## config.mk

```make
export PLATFORM = sky130hd
export DESIGN_NAME = dsec_session_ctrl
export DESIGN_NICKNAME = d
export VERILOG_FILES = /design/src/rtl/dsec_ctrl_pkg.sv /design/src/rtl/dsec_stall_timer.sv /design/src/rtl/dsec_session_ctrl.sv
export SDC_FILE = /design/constraint.sdc
export NUM_CORES = 1
export LEC_CHECK = 0
export CAP_MARGIN = 10
export CORE_UTILIZATION = 46
export CTS_CLUSTER_DIAMETER = 200
export DETAILED_ROUTE_END_ITERATION = 16
export PLACE_DENSITY_LB_ADDON = 0.2
export SETUP_SLACK_MARGIN = 0.4
export SLEW_MARGIN = 30
export SYNTH_ARGS = -nofsm -noshare
export SYNTH_HDL_FRONTEND = slang
export SYNTH_HIERARCHICAL = 1
export SYNTH_SLANG_ARGS = --single-unit
```

## constraint.sdc

```tcl
create_clock -name clk -period 4 [get_ports clk]
set_clock_uncertainty 0.2 [all_clocks]
set_input_delay 0.8 -clock clk [delete_from_list [all_inputs] [get_ports clk]]
set_output_delay 0.8 -clock clk [all_outputs]
set_load 0.01 [all_outputs]
```

## src/rtl/dsec_ctrl_pkg.sv

```systemverilog
// Shared definitions for the DSEC session controller: FSM states,
// latched error codes, key slot selectors and the DES key parity helper.
package dsec_ctrl_pkg;

  typedef enum logic [2:0] {
    ST_IDLE   = 3'd0,
    ST_KEY2   = 3'd1,
    ST_KEY3   = 3'd2,
    ST_READY  = 3'd3,
    ST_STREAM = 3'd4,
    ST_DRAIN  = 3'd5,
    ST_ERROR  = 3'd6
  } state_e;

  localparam logic [3:0] ERR_NONE         = 4'h0;
  localparam logic [3:0] ERR_NO_KEY       = 4'h1;
  localparam logic [3:0] ERR_KEY_SEQ      = 4'h2;
  localparam logic [3:0] ERR_TIMEOUT      = 4'h3;
  localparam logic [3:0] ERR_KEY_MID_MSG  = 4'h4;
  localparam logic [3:0] ERR_SPURIOUS_OUT = 4'h5;
  localparam logic [3:0] ERR_KEY_PARITY   = 4'h6;

  localparam logic [1:0] KSEL_NONE = 2'd0;
  localparam logic [1:0] KSEL_K1   = 2'd1;
  localparam logic [1:0] KSEL_K2   = 2'd2;
  localparam logic [1:0] KSEL_K3   = 2'd3;

  // A DES key word is well formed when every byte holds an odd number of ones.
  function automatic logic des_odd_parity_ok(input logic [63:0] word);
    logic ok;
    ok = 1'b1;
    for (int b = 0; b < 8; b++) begin
      ok = ok & (^word[b*8 +: 8]);
    end
    return ok;
  endfunction

endpackage

```

## src/rtl/dsec_stall_timer.sv

```systemverilog
// Output-side stall watchdog: counts consecutive stalled cycles while
// enabled and flags expiry on the cycle that completes CYCLES of them.
module dsec_stall_timer #(
  parameter int unsigned CYCLES = 1024
) (
  input  logic clk,
  input  logic rst,
  input  logic enable_i,
  input  logic stall_i,
  output logic expired_o
);

  localparam int unsigned CW = $clog2(CYCLES + 1);

  logic [CW-1:0] count_q;
  logic [CW-1:0] count_d;

  assign expired_o = enable_i && stall_i && (count_q == CW'(CYCLES - 1));

  // Advance on each stalled cycle, hold once expired, restart on any break.
  always_comb begin
    count_d = '0;
    if (enable_i && stall_i) begin
      count_d = expired_o ? count_q : count_q + CW'(1);
    end
  end

  // Counter register with synchronous active-low reset.
  always_ff @(posedge clk) begin
    if (!rst) begin
      count_q <= '0;
    end else begin
      count_q <= count_d;
    end
  end

endmodule

```

## src/rtl/dsec_session_ctrl.sv

```systemverilog
// Session sequencer in front of the DSEC core: enforces the three-key load
// order, forwards payload words with one cycle of latency, tracks words in
// flight inside the core and latches the first protocol or output error.
// Build option: define DSEC_KEY_PARITY_EN to reject key words that fail
// DES odd parity (error code 0x6).
module dsec_session_ctrl
  import dsec_ctrl_pkg::*;
#(
  parameter int unsigned TIMEOUT_CYCLES  = 1024,
  parameter int unsigned MAX_OUTSTANDING = 15,
  parameter int unsigned CNT_W           = 16
) (
  input  logic             clk,
  input  logic             rst,
  input  logic [63:0]      host_data,
  input  logic             host_valid,
  input  logic             host_key_cfg,
  input  logic             host_last,
  output logic             host_rdy,
  input  logic             clr_err,
  output logic             key_we,
  output logic [1:0]       key_sel,
  output logic [63:0]      key_data,
  output logic [63:0]      core_data,
  output logic             core_valid,
  input  logic             core_rdy,
  input  logic             out_valid,
  input  logic             out_rcvd,
  output logic             busy,
  output logic [CNT_W-1:0] blk_count,
  output logic             error,
  output logic [3:0]       error_code
);

  localparam logic [3:0] MAX_OUT = 4'(MAX_OUTSTANDING);

  state_e           state_q, state_d;
  logic [3:0]       outstanding_q, outstanding_d;
  logic [CNT_W-1:0] blk_count_q, blk_count_d;
  logic             key_we_q, key_we_d;
  logic [1:0]       key_sel_q, key_sel_d;
  logic [63:0]      key_data_q, key_data_d;
  logic [63:0]      core_data_q, core_data_d;
  logic             core_valid_q, core_valid_d;
  logic [3:0]       error_code_q, error_code_d;

  logic accept;
  logic out_done;
  logic out_dec;
  logic spurious;
  logic timer_en;
  logic timer_expired;
  logic key_par_ok;
  logic fwd_commit;

  state_e           plan_state;
  logic             plan_key_wr;
  logic [1:0]       plan_key_sel;
  logic             plan_fwd;
  logic [CNT_W-1:0] plan_blk;
  logic [3:0]       plan_code;
  logic [3:0]       proto_code;
  logic [3:0]       err_code;

`ifdef DSEC_KEY_PARITY_EN
  assign key_par_ok = des_odd_parity_ok(host_data);
`else
  assign key_par_ok = 1'b1;
`endif

  assign accept   = host_valid && host_rdy;
  assign out_done = out_valid && out_rcvd;
  assign out_dec  = out_done && (outstanding_q != 4'd0);
  assign spurious = out_done && (outstanding_q == 4'd0) && (state_q != ST_ERROR);
  assign timer_en = (state_q == ST_STREAM) || (state_q == ST_DRAIN);

  dsec_stall_timer #(
    .CYCLES(TIMEOUT_CYCLES)
  ) u_stall_timer (
    .clk      (clk),
    .rst      (rst),
    .enable_i (timer_en),
    .stall_i  (out_valid && !out_rcvd),
    .expired_o(timer_expired)
  );

  // Host-side ready depends on the state and, while streaming, on core credit.
  always_comb begin
    host_rdy = 1'b0;
    case (state_q)
      ST_IDLE, ST_KEY2, ST_KEY3: host_rdy = 1'b1;
      ST_READY:                  host_rdy = core_rdy;
      ST_STREAM:                 host_rdy = core_rdy && (outstanding_q < MAX_OUT);
      default:                   host_rdy = 1'b0;
    endcase
  end

  // Next state: plan the normal action, then let any error override it.
  always_comb begin
    plan_state   = state_q;
    plan_key_wr  = 1'b0;
    plan_key_sel = KSEL_NONE;
    plan_fwd     = 1'b0;
    plan_blk     = blk_count_q;
    plan_code    = error_code_q;
    proto_code   = ERR_NONE;
    err_code     = ERR_NONE;

    state_d      = state_q;
    blk_count_d  = blk_count_q;
    error_code_d = error_code_q;
    key_we_d     = 1'b0;
    key_sel_d    = KSEL_NONE;
    key_data_d   = key_data_q;
    core_valid_d = 1'b0;
    core_data_d  = core_data_q;
    fwd_commit   = 1'b0;

    case (state_q)
      ST_IDLE: begin
        if (accept && host_key_cfg) begin
          plan_key_wr  = 1'b1;
          plan_key_sel = KSEL_K1;
          plan_state   = ST_KEY2;
        end else if (accept) begin
          proto_code = ERR_NO_KEY;
        end
      end
      ST_KEY2: begin
        if (accept && host_key_cfg) begin
          plan_key_wr  = 1'b1;
          plan_key_sel = KSEL_K2;
          plan_state   = ST_KEY3;
        end else if (accept) begin
          proto_code = ERR_KEY_SEQ;
        end
      end
      ST_KEY3: begin
        if (accept && host_key_cfg) begin
          plan_key_wr  = 1'b1;
          plan_key_sel = KSEL_K3;
          plan_state   = ST_READY;
        end else if (accept) begin
          proto_code = ERR_KEY_SEQ;
        end
      end
      ST_READY: begin
        if (accept && host_key_cfg) begin
          plan_key_wr  = 1'b1;
          plan_key_sel = KSEL_K1;
          plan_state   = ST_KEY2;
        end else if (accept) begin
          plan_fwd   = 1'b1;
          plan_blk   = CNT_W'(1);
          plan_state = host_last ? ST_DRAIN : ST_STREAM;
        end
      end
      ST_STREAM: begin
        if (accept && host_key_cfg) begin
          proto_code = ERR_KEY_MID_MSG;
        end else if (accept) begin
          plan_fwd = 1'b1;
          if (blk_count_q != {CNT_W{1'b1}}) begin
            plan_blk = blk_count_q + CNT_W'(1);
          end
          if (host_last) begin
            plan_state = ST_DRAIN;
          end
        end
      end
      ST_DRAIN: begin
        if ((outstanding_q == 4'd0) && !out_valid) begin
          plan_state = ST_READY;
          plan_blk   = '0;
        end
      end
      ST_ERROR: begin
        if (clr_err) begin
          plan_state = ST_IDLE;
          plan_code  = ERR_NONE;
        end
      end
      default: plan_state = ST_IDLE;
    endcase

    if (plan_key_wr && !key_par_ok) begin
      plan_key_wr = 1'b0;
      proto_code  = ERR_KEY_PARITY;
    end

    if (spurious) begin
      err_code = ERR_SPURIOUS_OUT;
    end else if (timer_expired) begin
      err_code = ERR_TIMEOUT;
    end else begin
      err_code = proto_code;
    end

    if (err_code != ERR_NONE) begin
      state_d      = ST_ERROR;
      error_code_d = err_code;
    end else begin
      state_d      = plan_state;
      blk_count_d  = plan_blk;
      error_code_d = plan_code;
      key_we_d     = plan_key_wr;
      fwd_commit   = plan_fwd;
      core_valid_d = plan_fwd;
      if (plan_key_wr) begin
        key_sel_d  = plan_key_sel;
        key_data_d = host_data;
      end
      if (plan_fwd) begin
        core_data_d = host_data;
      end
    end
  end

  // In-flight word count: forwards add one, delivered outputs remove one.
  always_comb begin
    outstanding_d = outstanding_q;
    if (fwd_commit && !out_dec && (outstanding_q != 4'hF)) begin
      outstanding_d = outstanding_q + 4'd1;
    end else if (!fwd_commit && out_dec) begin
      outstanding_d = outstanding_q - 4'd1;
    end
  end

  // State and output registers with synchronous active-low reset.
  always_ff @(posedge clk) begin
    if (!rst) begin
      state_q       <= ST_IDLE;
      outstanding_q <= '0;
      blk_count_q   <= '0;
      key_we_q      <= 1'b0;
      key_sel_q     <= KSEL_NONE;
      key_data_q    <= '0;
      core_data_q   <= '0;
      core_valid_q  <= 1'b0;
      error_code_q  <= ERR_NONE;
    end else begin
      state_q       <= state_d;
      outstanding_q <= outstanding_d;
      blk_count_q   <= blk_count_d;
      key_we_q      <= key_we_d;
      key_sel_q     <= key_sel_d;
      key_data_q    <= key_data_d;
      core_data_q   <= core_data_d;
      core_valid_q  <= core_valid_d;
      error_code_q  <= error_code_d;
    end
  end

  assign key_we     = key_we_q;
  assign key_sel    = key_sel_q;
  assign key_data   = key_data_q;
  assign core_data  = core_data_q;
  assign core_valid = core_valid_q;
  assign blk_count  = blk_count_q;
  assign busy       = (state_q == ST_STREAM) || (state_q == ST_DRAIN);
  assign error      = (state_q == ST_ERROR);
  assign error_code = error_code_q;

endmodule

```

* Word-level counts from Yosys, hierarchy flattened
Cells that the tools add are included.
** Word-level totals
- Input bits :: 73
- Register bits after elaboration :: 170
- Word-level logic and storage cells :: 135
- Output and inout port bits :: 155
** Operators by class
- $add $sub $neg :: 4
- Equal/unequal tests :: 31
- Reductions and logical operators :: 41
- Muxes and demuxes :: 44
- Bitwise logic cells :: 3
- Order comparisons :: 1
** Operators by type and width (count)
- $mux 16 :: 6
- $pmux 16 s3 :: 1
- $mux 3 :: 12
- $mux 4 :: 8
- $ne 3x3->1 const B :: 9
- $ne 2x2->1 const B :: 11
- $pmux 3 s7 :: 1
- $reduce_and 9->1 :: 2
- $add 16x1->16 const B :: 1
- $ne 16x16->1 const B :: 1
- $logic_and 1x1->1 :: 14
- $pmux 4 s3 :: 1
- $add 11x1->11 const B :: 1
- $eq 11x10->1 const B :: 1
- $mux 1 :: 10
- $eq 3x3->1 const B :: 3
- $ne 4x4->1 const B :: 2
- $reduce_and 2->1 :: 4
- $reduce_and 8->1 :: 1
- $reduce_bool 4->1 :: 2
- $reduce_or 2->1 :: 4
- $eq 3x2->1 const B :: 2
- $mux 2 :: 3
- $pmux 2 s3 :: 1
- other kinds (15) :: 23

* Depth between registers and ports, before layout
Gate-level depths: netlist (run 1).
- Word-level depth :: 15
- Depth in mapped cells :: 13
- Depth with buffers taken out :: 12

* Hierarchy
Netlist (run 1), hierarchy kept.
** Modules (own cells, without submodules)
- dsec_session_ctrl :: area an instance 6162.2 sq um, instances 1, cells an instance 769
- dsec_stall_timer :: area an instance 563.0 sq um, instances 1, cells an instance 60

* Least setup slack after synthesis (run 1)
No wires, ideal clock.
- Kind :: register -> register
- Start :: reg u_stall_timer.count_q[0]
- End :: reg outstanding_q[3]
- Cell stages (with the launch flop) :: 14
- Required time :: 3.678 ns
- Setup time :: 0.122 ns
- Path slack :: 0.948 ns
- Arrival :: 2.730 ns
- Clock period less this slack :: 3.052 ns
- Path through :: dfxtp_1 -> ha_1 -> buf_2 -> and4_2 -> and3_1 -> a41oi_2 -> and3_1 -> nand3_1 -> ha_1 -> a21o_1 -> a21oi_1 -> nor2b_1 -> a2bb2oi_1 -> mux2i_1
** On the way
- Longest elaborated chain between the ends :: 9
- Elaborated cells between the ends (all ways) :: 12
- Those cells by class :: eq/ne: 1; mux: 4; reduce/logical: 7
** RTL lines
- from (decl) :: line dsec_stall_timer.sv:15 : logic [CW-1:0] count_q;
- from (signal assigned) :: line dsec_stall_timer.sv:33 : count_q <= count_d;
- $eq 11x10->1 (*) :: line dsec_stall_timer.sv:18 : assign expired_o = enable_i && stall_i && (count_q == CW'(CYCLES - 1));
- $logic_and 1x1->1 (*) :: line dsec_stall_timer.sv:18
- via timer_expired :: line dsec_session_ctrl.sv:52 : logic timer_expired;
- $mux 4 (*) :: line dsec_session_ctrl.sv:193 : end else if (timer_expired) begin
- $mux 4 (*) :: line dsec_session_ctrl.sv:191 : if (spurious) begin
- $reduce_bool 4->1 (*) :: line dsec_session_ctrl.sv:199 : if (err_code != ERR_NONE) begin
- $mux 1 (*)
- $logic_and 1x1->1 / $logic_not 1->1 (equally long branches) :: line dsec_session_ctrl.sv:222, dsec_session_ctrl.sv:224
- $logic_and 1x1->1, on equally long branches :: line dsec_session_ctrl.sv:222, dsec_session_ctrl.sv:224
- $mux 4 / $reduce_bool 2->1 (equally long branches)
- to (signal assigned) :: line dsec_session_ctrl.sv:243 : outstanding_q <= outstanding_d;
- to (decl) :: line dsec_session_ctrl.sv:38 : logic [3:0] outstanding_q, outstanding_d;
The timed path passes the listed nets; every way through them passes the cells marked *.
A chain may end at the register's enable or synchronous reset.

* Final worst setup path (run 1)
- Start :: in core_rdy
- End :: out host_rdy
** On the way
- Longest elaborated chain between the ends :: 2
** RTL lines
- from (decl) :: line dsec_session_ctrl.sv:26 : input logic core_rdy,
- $logic_and 1x1->1 :: line dsec_session_ctrl.sv:93 : ST_STREAM: host_rdy = core_rdy && (outstanding_q < MAX_OUT);
- $pmux 1 s3 (*) :: line dsec_session_ctrl.sv:90 : case (state_q)
- to (decl) :: line dsec_session_ctrl.sv:19 : output logic host_rdy,
Every way passes the cells marked *; elsewhere a longest branch is shown, timed or not.

==> results of run 1 <==
[kinds of logic after synthesis]
| group | after synthesis | synth area share |
|---|---|---|
| simple gates | 378 | 0.249 |
| compound gates | 208 | 0.184 |
| flops | 169 | 0.503 |
| buf+inv | 59 | 0.0400 |
| fa+ha+maj | 5 | 0.0104 |
| xor+xnor | 5 | 0.00651 |
| mux | 4 | 0.00595 |
| other cells | 1 | 0.000558 |
[report_power, final]
part | total, W | internal [W] | switching (W)
combinational | 0.00136 | 0.000629 | 0.000735
clock | 0.00173 | 0.00106 | 0.000662
sequential | 0.00201 | 0.00185 | 0.000157
[final cells by class]
cell class	instances	area, um2	area share
Clock buffer	21	450	0.0464
Clock inverter	10	169	0.0174
Inverter	5	21.3	0.00219
Multi-Input combinational cell	601	3090	0.318
Sequential cell	169	3380	0.349
Tap cell	180	225	0.0232
Timing Repair Buffer	238	2360	0.244
[how the worst max path moves through the flow]
stage / start / to
finish: core_rdy / host_rdy
global route: u_stall_timer/count_q[0] / outstanding_q[3]
CTS: core_rdy / host_rdy
detailed placement: out_valid / outstanding_q[3]
global placement: out_valid / outstanding_q[3]
floorplan: u_stall_timer/count_q[0] / outstanding_q[3]
[worst register-to-register path: stages, from the launching register on]
cell	delay (ns)
dfxtp_1	0.48
ha_1	0.41
and4_2	0.35
and3_1	0.25
a41oi_2	0.06
and3_2	0.25
nand3_1	0.16
ha_1	0.26
a21o_1	0.17
a21oi_1	0.16
nor2b_1	0.15
a2bb2oi_1	0.08
mux2i_1	0.13
[metrics by stage]
step / hold WS [ns] / util / setup slack [ns] / std cells
finish: 0.248 / 0.688 / 0.760 / 1224
global route: 0.268 / 0.688 / 0.579 / 1224
CTS: 0.253 / 0.688 / 0.754 / 1224
detailed placement: 0.244 / 0.644 / 0.427 / 1193
global placement: 0.231 / 0.644 / 0.512 / 1193
floorplan: 0.216 / - / 0.948 / 829
[per-layer routing]
metal | vias up | part of all wire | wire [um] | GRT usage
li1 | 3229 | - | - | -
met1 | 3041 | 0.42 | 8050 | 0.310
met2 | 212 | 0.49 | 9510 | 0.434
met3 | 23 | 0.071 | 1360 | 0.0618
met4 | 0 | 0.017 | 329 | 0.0922
met5 | - | 0 | 0 | 0
[cells in the mapped netlist (3+ instances only)]
cell type	count	area [um2]
nand2_1	279	1050
dfxtp_1	169	3380
a21oi_1	145	726
clkbuf_1	28	105
buf_2	20	100
nand3_1	19	95.1
nor2_1	16	60.1
o21ai_0	12	60.1
and3_1	10	62.6
nand4_1	9	56.3
a31oi_1	8	50.1
o31ai_1	8	60.1
or4_1	8	60.1
nor2b_1	6	37.5
or3_1	6	37.5
a211oi_1	5	37.5
inv_1	5	18.8
ha_1	4	50.1
mux2i_1	4	40.0
nand2b_1	4	25.0
o21ai_1	4	20.0
xor2_1	4	35.0
a311oi_1	3	26.3
nor3_1	3	15.0
[registers in the layout (all words and copies together), names as in the netlist, 2 cells and up]
name / flops
outstanding_q: 4
key_sel: 2
blk_count: 16
error_code: 3
u_stall_timer/count_q: 11
key_data: 64
core_data: 64
state_q: 3
==> metrics.txt, run 1 <==
Global Route Usage Sum 0.254; Worst Path Buf+Inv 2; worst r2r src u_stall_timer/count_q[0]; Crit path largest cell delay 0.56 ns; first-pass GRT wire length 29.9 mm; fin. max-slew vios 0; Detailed Route Iter0 Violations 533; Critical Path Sink Type primary output; top cell family by delay on the critical path buffers and inverters; Die Y 123 um; RSZ-0062 raised after global routing no; WS Path Type in2out; CTS buffer count 17; latest clock arrival within the worst-skew pair 0.42 ns; clk buf depth 2; Pwr per Cell Area 526 mW/mm2; CP max-delay cell clkdlybuf4s50_1; fill cell count 1,214; Hold Path Depth 2; LEAKAGE 3.33 nW; ys flop type dfxtp_1; hold_sp u_stall_timer/count_q[10]; RR Endpoint outstanding_q[3]; TritonCTS clock tree built; max-cap violations 0; synthesis-to-finish area growth 44.2%; Clk pin slew, worst setup/hold paths 0.06 ns; Seq/Total Area, Yosys 0.503; Crit path depth 4; hold endpoint u_stall_timer/count_q[10]; fin nets 1,110; status complete, no violations; largest net degree at the start of global routing 103; Hold Fails Final Rpt 0; CTS sink count 169; Routed WL 19.2 mm; Mapped Area 0.00673 mm2; placed inst area 0.00908 mm2; Slew headroom 0.503; most frequent cells in the layout nand2_1 (279), clkdlybuf4s50_1 (226), dfxtp_1 (169); cell mode on critical path clkdlybuf4s50_1; Post-synth ARST share 0; Net Count, Synth 907; die area 0.0151 mm2; Buffers on Ports 226; layout cells sized above 1 0.0603; CTS resizes 0; row count 43; GRT overflow 0; Worst EP arrival 2.24 ns; drt pass-1 iters 5; R2R depth 12; core area 0.0141 mm2; min Tclk post-route 3.24 ns; n_diodes 0; setup TNS 0 ns; final instance area 0.00970 mm2; die width 123 um; Routed Antenna Nets 0; CP Max Fanout 5; crit-path cells clkdlybuf4s50_1 > nand3b_1 > a21boi_0 > clkdlybuf4s50_1; worst vdd ir 0.000335 V; H-tree levels 4; Tcrit/Tclk final 0.810; WP data required 3.00 ns; Hold Path Class reg2reg; via count 6,505; number of synthesized flops with an enable pin 0; Setup-failing EPs final 0; Detailed Place HPWL 12.9 mm; Setup Buffers After CTS 0; CTS Hold Buffers Added 0; DR WL/cell 15.7 um; antenna violations before repair 0; FF+latch count, synth 169; initial core utilization 0.477; vias in the first global route 5,891; Vias/cell 5.31; crit start category input port; # IOs 228; Routability Congestion 0.851; cells after synthesis 829; Mapped Avg Cell Area 8.11 um2; commonest non-fill, non-tap cell in the layout nand2_1; Tot Pwr 0.00510 W; Yosys Warn Count 6; fmax 0.309 GHz; synth unique cells 63; DRC Markers 0; CTS Root Cell clkbuf_16; flop2flop setup slack 0.78 ns; actual slew at the worst max-slew pin 0.746 ns
(Power assumes the default switching activity.)
==> run 2: changes to the inputs <==
Settings changed: CORE_UTILIZATION 46 to 41.
Clock period 4 ns to 2.85 ns, I/O delays scaled along.
==> metrics.txt, run 2 (synthesis results as in run 1) <==
status complete, no violations; latest clock arrival within the worst-skew pair 0.42 ns; Clock power frac 0.303; row count 46; sw power 0.00235 W; Sw Share 0.316; RR Endpoint outstanding_q[3]; fin. max-slew vios 0; vias in the first global route 6,008; initial core utilization 0.422; Detailed Route Iter0 Violations 433; Clk pin slew, worst setup/hold paths 0.06 ns; crit start category register; Setup-failing EPs final 0; largest net degree at the start of global routing 80; fill cell count 1,390; combinational power share 0.320; layout cells sized above 1 0.140; min Tclk post-route 2.61 ns; Hold Fails Final Rpt 0; critical path capture point outstanding_q[3]; Die Y 130 um; CTS buffer count 17; internal power 0.00511 W; Routability Congestion 0.842; antenna violations before repair 0; DRC Markers 0; CTS sink count 169; non-filler cells, final 1,317; Routed Antenna Nets 0; TritonCTS clock tree built; first-pass GRT wire length 30.7 mm; die area 0.0169 mm2; worst vdd ir 0.000505 V; WP data required 2.95 ns; Global Route Usage Sum 0.233; worst r2r src u_stall_timer/count_q[7]; # IOs 228; Hold WS 0.252 ns; flop2flop setup slack 0.24 ns; fin nets 1,168; Hold Path Class reg2reg; Buffers on Ports 226; WS Path Type reg2reg; core area 0.0159 mm2; Vias/cell 5.07; CTS Root Cell clkbuf_16; H-tree levels 4; DR WL/cell 15.3 um; most frequent cells in the layout nand2_1 (279), clkdlybuf4s50_1 (222), dfxtp_1 (157); Routed WL 20.2 mm; RSZ-0062 raised after global routing yes; commonest non-fill, non-tap cell in the layout nand2_1; LEAKAGE 3.66 nW; DP Cell Count 1,271; n_diodes 0; Tcrit/Tclk final 0.916; R2R depth 12; GRT overflow 0; Critical Path Sink Type register; synthesis-to-finish area growth 54.3%; max-cap violations 0; via count 6,671; fmax 0.383 GHz; Detailed Place HPWL 13.6 mm; sequential power share 0.377; Worst EP arrival 2.71 ns; die width 130 um; drt pass-1 iters 5; Tot Pwr 0.00746 W; Pwr per Cell Area 719 mW/mm2; crit path from u_stall_timer/count_q[7]; clk buf depth 2; CP Max Fanout 4
## run 2: cell count changes in the layout (fill, tap and decap cells not counted), moves of 3 or more
cell	previous run	this run
dfxtp_2	0	9
ha_1	4	1
clkdlybuf4s50_1	226	222
buf_12	1	8
dfxtp_4	0	3
buf_4	11	60
dfxtp_1	169	157
## run 2: through the flow
step / utilization / setup TNS, ns / cell area (um2) / worst slack [ns]
finish: 0.651 / 0 / 10400 / 0.241
global route: 0.651 / 0 / 10400 / 0.146
detailed placement: 0.602 / -6.40 / 9600 / -0.158
CTS: 0.648 / 0 / 10300 / 0.251
floorplan: - / 0 / 6810 / 0.105
global placement: 0.602 / -4.45 / 9600 / -0.129
## run 2: timing repair
action,CTS,global route
setup buffers,14,1
endpoints found under the setup margin,78,114
gates cloned,1,0
pin swaps,9,5
hold buffers,0,0
gates resized for setup,20,17
endpoints found under the hold margin,0,0
## run 2: final cells by class
type,count,area [um2],area share
inverter,5,21.3,0.00205
timing repair buffer,295,2880,0.278
tap,216,270,0.0260
sequential,169,3410,0.328
clock inverter,10,120,0.0116
multi-input combinational,602,3220,0.311
clock buffer,20,457,0.0440
## run 2: power by group through the flow
stage | combinational [W] | clock (W) | sequential, W
floorplan | 0.00113 | 0 | 0.00289
global placement | 0.00224 | 0 | 0.00284
detailed placement | 0.00227 | 0 | 0.00285
CTS | 0.00233 | 0.00231 | 0.00280
global route | 0.00258 | 0.00242 | 0.00285
finish | 0.00239 | 0.00226 | 0.00281
## run 2: worst min-delay path by stage
stage,from,end,slack (ns),cells after the start
floorplan,u_stall_timer/count_q[10],u_stall_timer/count_q[10],0.22,2
global placement,u_stall_timer/count_q[10],u_stall_timer/count_q[10],0.23,2
detailed placement,u_stall_timer/count_q[10],u_stall_timer/count_q[10],0.23,2
CTS,core_data[34],core_data[34],0.25,2
global route,key_data[18],key_data[18],0.27,2
finish,key_data[21],key_data[21],0.25,2
## run 2: metal layers
layer | part of all wire | routed length, um | vias to the layer above | global-route usage
li1 | - | - | 3353 | -
met1 | 0.42 | 8480 | 3099 | 0.287
met2 | 0.49 | 9970 | 189 | 0.394
met3 | 0.066 | 1320 | 30 | 0.0492
met4 | 0.021 | 432 | 0 | 0.0978
met5 | 0 | 0 | - | 0
## run 2: critical path, stage by stage (launching register included)
cell and delay, ns:
dfxtp_4 0.35, and4b_4 0.19, and4_4 0.18, and3_4 0.19, a41oi_4 0.17, and3_4 0.22, nand3_4 0.09, ha_4 0.23
a21o_1 0.17, a21oi_2 0.15, nor2b_2 0.16, a2bb2oi_2 0.06, mux2i_1 0.11
==> run 3: changes to the inputs <==
Settings changed: CORE_UTILIZATION 41 to 46.
Clock period 2.85 ns to 2.5 ns, I/O delays scaled along.
==> metrics.txt, run 3 (synthesis results as in run 1) <==
status finished with violations; failing checks setup timing; Hold Path Class reg2reg; RSZ-0062 raised after global routing yes; combinational power share 0.397; initial core utilization 0.477; clk buf depth 2; layout cells sized above 1 0.283; sw power 0.00326 W; RR Endpoint outstanding_q[3]; Hold WS 0.253 ns; internal power 0.00613 W; Slew headroom 0.645; flop2flop setup slack -0.11 ns; setup slack after layout -0.110 ns; largest net degree at the start of global routing 41; n_diodes 0; multi-input logic area 0.00379 mm2; Vias/cell 5.90; TritonCTS clock tree built; latest clock arrival within the worst-skew pair 0.44 ns; # IOs 228; commonest non-fill, non-tap cell in the layout clkdlybuf4s50_1; final instance area 0.0119 mm2; WS Path Type reg2reg; min Tclk post-route 2.61 ns; R2R depth 12; CTS Root Cell clkbuf_16; Routed WL 28.2 mm; worst r2r src u_stall_timer/count_q[9]; Buffers on Ports 226; Detailed Place HPWL 13.6 mm; die width 123 um; vias in the first global route 6,632; fin. max-slew vios 0; placed inst area 0.00971 mm2; WP data required 2.63 ns; max-cap violations 0; Pwr per Cell Area 791 mW/mm2; Hold Path Depth 2; Detailed Route Iter0 Violations 696; via count 7,904; DR WL/cell 21.1 um; Critical Path Sink Type register; sequential power share 0.342; fill cell count 746; LEAKAGE 4.45 nW; Global Route Usage Sum 0.294; final core utilization 0.843; worst vdd ir 0.000571 V; DRC Markers 0; fin nets 1,225; Die Y 123 um; Hold Fails Final Rpt 0; hold endpoint core_data[10]; register area 0.00340 mm2; fmax 0.383 GHz; first-pass GRT wire length 33.9 mm; Routability Congestion 0.895; actual slew at the worst max-slew pin 0.528 ns; Sw Share 0.348; Setup-failing EPs final 9; Clk pin slew, worst setup/hold paths 0.07 ns; CTS Hold Buffers Added 0; die area 0.0151 mm2; Clock power frac 0.262; H-tree levels 4; non-filler cells, final 1,340; synthesis-to-finish area growth 76.7%; Routed Antenna Nets 0; DP Cell Count 1,253; CTS sink count 169; Tcrit/Tclk final 1.04; antenna violations before repair 0; hold_sp core_data[10]; row count 43; GRT overflow 0; crit start category register; CTS buffer count 17; CP Max Fanout 4; drt pass-1 iters 6; core area 0.0141 mm2; most frequent cells in the layout clkdlybuf4s50_1 (223), nand2_1 (209), dfxtp_1 (159); Worst EP arrival 2.74 ns
==> run 3: cell types whose count changed in the layout (fill, tap and decap cells not counted), sizes merged <==
cell / change
buf: +44
bufbuf: +1
bufinv: -2
clkbuf: +9
clkdlybuf4s15: +1
clkdlybuf4s50: +1
clkinv: +6
clkinvlp: -1
dlymetal6s2s: -1
inv: +1
==> run 3: worst max-delay path by stage <==
stage | startpoint | end | slack [ns] | depth (start not counted)
2_1_floorplan | u_stall_timer/count_q[0] | outstanding_q[3] | -0.24 | 13
3_5_place_dp | out_rcvd | outstanding_q[3] | -0.46 | 12
3_3_place_gp | out_valid | outstanding_q[3] | -0.39 | 13
5_1_grt | u_stall_timer/count_q[9] | outstanding_q[3] | -0.18 | 12
6_report | u_stall_timer/count_q[9] | outstanding_q[3] | -0.11 | 12
4_1_cts | u_stall_timer/count_q[9] | outstanding_q[3] | -0.07 | 12
==> run 3: critical path, cell delays in order (launching register included) <==
cell and delay [ns]:
dfxtp_2 0.32, and4b_4 0.20, and4_4 0.17, and3_4 0.18, a41oi_4 0.17, and3_4 0.23
nand3_4 0.10, ha_4 0.24, a21o_1 0.17, a21oi_2 0.17, nor2b_4 0.17, a2bb2oi_2 0.06
mux2i_1 0.12
==> run 3: power groups by stage <==
stage | Clock [W] | Combinational, W | Sequential [W]
final | 0.00246 | 0.00373 | 0.00321
after global routing | 0.00259 | 0.00389 | 0.00323
after CTS | 0.00244 | 0.00288 | 0.00318
after detailed placement | 0 | 0.00262 | 0.00323
after global placement | 0 | 0.00258 | 0.00322
after floorplan | 0 | 0.00132 | 0.00331
==> run 3: through the flow <==
stage / worst slack (ns) / power [W] / setup TNS [ns]
2_1_floorplan: -0.244 / 0.00463 / -0.281
3_3_place_gp: -0.390 / 0.00580 / -19.07
3_5_place_dp: -0.455 / 0.00585 / -25.49
4_1_cts: -0.0671 / 0.00850 / -0.0819
5_1_grt: -0.184 / 0.00970 / -2.42
6_report: -0.110 / 0.00939 / -0.276
==> run 3: layer usage <==
metal / GRT usage / wire, um / vias to the layer above
li1: - / - / 3501
met1: 0.352 / 10500 / 3794
met2: 0.501 / 13800 / 476
met3: 0.0669 / 2510 / 133
met4: 0.133 / 1400 / 0
met5: 0 / 0 / -
==> run 3: cell type report <==
type / instances / area share
clock inverter: 14 / 0.00832
timing repair buffer: 352 / 0.329
inverter: 5 / 0.00179
clock buffer: 18 / 0.0370
multi-input combinational: 602 / 0.319
tap: 180 / 0.0190
sequential: 169 / 0.286
==> run 3: what timing repair did <==
item / CTS / global route
cloned: 10 / 14
pin swaps: 26 / 43
buffers inserted: 11 / 20
setup endpoints to repair: 167 / 176
resized for setup: 89 / 139
endpoints found under the hold margin: 0 / 0
